File: src/rtl/mul_seq_ctrl.sv
// Sequencer for the shift-add multiplier: LOAD, then N add/shift steps, then a one-cycle DONE.
// Optional early termination on an all-zero remaining multiplier via MUL_EARLY_TERM_EN.
module mul_seq_ctrl #(
   parameter int N     = 32,
   parameter int CNT_W = 6
) (
   input  logic             clk,
   input  logic             reset,
   input  logic             op_start,
   input  logic             op_clear,
   input  logic             mplr_zero,
   output logic             load_en,
   output logic             acc_clr,
   output logic             step_en,
   output logic [CNT_W-1:0] count,
   output logic             busy,
   output logic             done
);

   typedef enum logic [1:0] {
      S_IDLE,
      S_LOAD,
      S_EXEC,
      S_DONE
   } state_t;

   localparam logic [CNT_W-1:0] LAST_STEP = CNT_W'(N - 1);

   state_t           state_q, state_d;
   logic [CNT_W-1:0] count_q, count_d;

   always_ff @(posedge clk) begin
      if (reset) begin
         state_q <= S_IDLE;
         count_q <= '0;
      end else begin
         state_q <= state_d;
         count_q <= count_d;
      end
   end

`ifndef MUL_EARLY_TERM_EN
   logic unused_mplr_zero;
   assign unused_mplr_zero = mplr_zero;
`endif

   always_comb begin
      state_d = state_q;
      count_d = count_q;
      load_en = 1'b0;
      step_en = 1'b0;
      busy    = 1'b0;
      done    = 1'b0;
      case (state_q)
         S_IDLE: begin
            if (op_start && !op_clear) state_d = S_LOAD;
         end
         S_LOAD: begin
            load_en = 1'b1;
            busy    = 1'b1;
            count_d = '0;
            state_d = S_EXEC;
         end
         S_EXEC: begin
            busy = 1'b1;
`ifdef MUL_EARLY_TERM_EN
            // No set bits left: skip the remaining steps, count keeps the steps done.
            if (mplr_zero) begin
               state_d = S_DONE;
            end else begin
               step_en = 1'b1;
               count_d = count_q + CNT_W'(1);
               if (count_q == LAST_STEP) state_d = S_DONE;
            end
`else
            step_en = 1'b1;
            count_d = count_q + CNT_W'(1);
            if (count_q == LAST_STEP) state_d = S_DONE;
`endif
         end
         S_DONE: begin
            done    = 1'b1;
            state_d = S_IDLE;
         end
         default: state_d = S_IDLE;
      endcase
      // Abort discards the op; in IDLE it only clears the accumulator.
      if (op_clear && (state_q != S_IDLE)) begin
         state_d = S_IDLE;
         count_d = '0;
      end
   end

   assign acc_clr = (state_q == S_LOAD) | op_clear;
   assign count   = count_q;

endmodule

File: config.mk
export PLATFORM = sky130hd
export DESIGN_NAME = mul_seq_ctrl
export DESIGN_NICKNAME = d
export VERILOG_FILES = /design/src/rtl/mul_seq_ctrl.sv
export SDC_FILE = /design/constraint.sdc
export NUM_CORES = 1
export LEC_CHECK = 0
export CAP_MARGIN = 20
export CORE_AREA = 2 2 39 41
export CTS_CLUSTER_DIAMETER = 100
export CTS_CLUSTER_SIZE = 10
export DETAILED_ROUTE_END_ITERATION = 16
export DIE_AREA = 0 0 41 43
export DONT_BUFFER_PORTS = 1
export GPL_TIMING_DRIVEN = 0
export PLACE_DENSITY_LB_ADDON = 0.2
export RECOVER_POWER = 100
export SYNTH_ARGS = -nofsm -noshare
export SYNTH_HDL_FRONTEND = slang
export SYNTH_SLANG_ARGS = --single-unit
File: constraint.sdc
create_clock -name clk -period 1.82 [get_ports clk]
set_input_delay 0.364 -clock clk [delete_from_list [all_inputs] [get_ports clk]]
set_output_delay 0.364 -clock clk [all_outputs]
set_load 0.01 [all_outputs]
==> summary.md <==
| Metric | Value |
|---|---|
| Status | `finished, final reports clean` |
| Clock buffer count from CTS | `3` |
| Layout cells sized above 1 | `between 10% and 20%` |
| Global-route wire length before repair | `1359 microns` |
| Clk root buf | `clkbuf_4` |
| Critical Path Source Type | `flop` |
| Initial antenna violation count | `0` |
| R2R cell count | `6` |
| Die Wd | `41 microns` |
| Cell variety after synth | `24` |
| FF-to-FF Start | `state_q[0]` |
| Yosys warning count | `0` |
| Critical path type | `flop to flop` |
| Hold Vio Cnt, Final | `0` |
| Number of port buffers | `0` |
| Peak supply drop | `about 0.56 mV` |
| DR pass1 iterations | `2` |
| Power density over the cells | `1411 nW/um^2` |
| Initial Utilization | `33.54%` |
| Worst r2r dst | `count[5]` |
| Gr usage total | `11.98%` |
| RSZ-0062 raised after global routing | `false` |
| Max_cap viols | `0` |
| Clk slew on worst S/H paths | `around 60 ps` |
| GR Util met2 | `15.31%` |
| Leak pwr | `0.2028 nW` |
| CTS tree | `yes` |
| Final Slew Violations | `0` |
| Final Critical Period | `1626 ps` |
| Global routing met3 resource utilization | `10.47%` |
| Sequential share of the synthesized area | `34.50%` |
| Via count of the first global-routing pass | `340` |
| Layout Cells excl Fill | `66` |
| H-tree depth | `1` |
| Drt via density | `5.045` |
| Row Count | `14` |
| DRC viols | `0` |
| N_diodes | `0` |
| Buffers inserted by post-CTS timing repair | `0` |
| Hold Buf Count CTS | `0` |
| Most utilized layer in the global route result | `met2` |
| Slew HR | `around three quarters` |
| Post-Place Cells | `between 60 and 70` |
| Full die area | `1763 sq um` |
| WL final | `about 820 microns` |
| Pre-CTS setup slack | `roughly 190 ps` |
| Setup violators final | `0` |
| Slew @ Worst Pin | `between 400 and 500 ps` |
| Core area | `1384 sq um` |
| Final GP Congestion | `approximately 0.6` |
| Mapped Cells | `between 40 and 50` |
| Layout Skew | `just under 7 ps` |
| Post-synthesis instance area | `between 400 and 500 sq um` |
| Flops & latches, synth | `8` |
| PnR worst setup slack | `194.0 ps` |
| CP Capture Type | `flop` |
| Layout area overhead | `7.817%` |
| WP data arrival | `about 1800 ps` |
| Hold Path Stages | `3` |
| Clock Latency Late Sink | `260 ps` |
| Post-Syn Nets | `57` |
| Placed Area | `484.2 sq um` |
| Chip Height | `43 microns` |
| HP Class | `input port to flop` |
| PostCTS Resize Cnt | `0` |
| Fin Setup TNS | `0 ps` |
| CTS Buffer Depth | `2` |
| GRT overflow | `0` |
| CP max FO | `7` |
| Fmax | `between 600 and 700 MHz` |
| Worst R2R Setup Slack | `a little under 200 ps` |
| Final period util | `89.34%` |
| Top Ports | `16` |
| Met1 Usage GRT | `14.29%` |
| Mean Syn Cell Area | `9.876 sq um` |
| Routed wire per std cell | `12.48 microns` |
| Nets | `between 60 and 70` |
| Hold Path End | `state_q[1]` |
| Largest net degree at the start of global routing | `8` |
| Clk sink count | `8` |
| Antenna-violating nets left | `0` |
| Source of the worst hold timing path | `reset` |
| Via Count | `between 300 and 400` |
| Drt first-iter violations | `2` |
| CP Data Required Time | `~2000 ps` |
| Final instance area | `500.5 sq um` |
-- power breakdown --
part	internal, mW	total, mW	switching (mW)
Clock	0.0757	0.140	0.0640
Combinational	0.145	0.326	0.181
Sequential	0.204	0.241	0.0372
Total	0.424	0.706	0.282
-- logic make-up after synthesis --
group / count (synthesis) / share of synthesized area, %
flip-flops: 8 / 34.50
XOR/XNOR: 4 / 7.549
buffers and inverters: 6 / 6.467
AND/OR/NAND/NOR: 13 / 15.37
AO/OA/AOI/OAI: 9 / 18.33
multiplexers: 2 / 4.313
adder cells (fa/ha/maj): 5 / 13.48
-- state kept, by name (all words and copies together) (netlist names) --
| register | cells |
|---|---|
| count | 6 |
| state_q | 2 |
-- per-stage QoR --
step | hold slack, ps | power, mW | utilization, %
global placement | 527.9 | 0.5937 | 34.99
global route | 382.8 | 0.7718 | 36.17
detailed placement | 540.6 | 0.5962 | 34.99
finish | 387.2 | 0.7063 | 36.17
floorplan | 500.8 | 0.5418 | -
CTS | 380.8 | 0.7423 | 36.62
-- critical path: stages, from the launching register on --
cell and delay [ps]:
dfxtp_1 380, inv_1 80, ha_1 360, buf_6 150
nand4_2 110, or3_1 350, a21oi_2 140
-- placed cells by master (no fill, tap or decap), types with 2 or more instances in the layout --
cell / n
mux2i_1: 2
nor2_1: 5
clkbuf_4: 3
nand2_1: 2
inv_1: 5
ha_1: 5
dfxtp_1: 8
xor2_1: 3
o211ai_1: 2
-- Yosys cell counts --
library cell / instances / share of area (%)
a21boi_1: 1 / 1.6
a21oi_2: 1 / 1.9
a221oi_2: 1 / 3.2
buf_6: 1 / 2.4
dfxtp_1: 8 / 35
ha_1: 5 / 13
inv_1: 4 / 3.2
inv_2: 1 / 0.81
mux2i_1: 2 / 4.3
nand2_1: 2 / 1.6
nand2b_1: 1 / 1.3
nand3b_1: 1 / 1.6
nand4_1: 1 / 1.3
nand4_2: 1 / 2.7
nor2_1: 5 / 4.0
o211ai_1: 2 / 3.2
o21a_1: 1 / 1.6
o21ai_0: 1 / 1.1
o221a_1: 1 / 2.4
o221ai_2: 1 / 3.2
or2_2: 1 / 1.3
or3_1: 1 / 1.3
xnor2_1: 1 / 1.9
xor2_1: 3 / 5.7
-- final cells by class --
cell class	count	area [sq um]
Fill cell	147	883.3
Multi-Input combinational cell	33	267.8
Sequential cell	8	160.2
Clock buffer	3	22.52
Tap cell	16	20.02
Inverter	5	18.77
Buffer	1	11.26
-- worst max path at each step --
stage                from  slack (ps)        to
2_1_floorplan  state_q[0]         310  count[5]
3_3_place_gp   state_q[0]         200  count[5]
3_5_place_dp   state_q[0]         190  count[5]
4_1_cts        state_q[0]         160  count[5]
5_1_grt        state_q[0]          70  count[5]
6_report       state_q[0]         190  count[5]
-- per-layer routing --
metal | vias to the layer above | wire length [microns]
li1 | 169 | -
met1 | 150 | 368
met2 | 14 | 356
met3 | 0 | 99
met4 | 0 | 0
met5 | - | 0
Power figures use the tool's default switching activity.
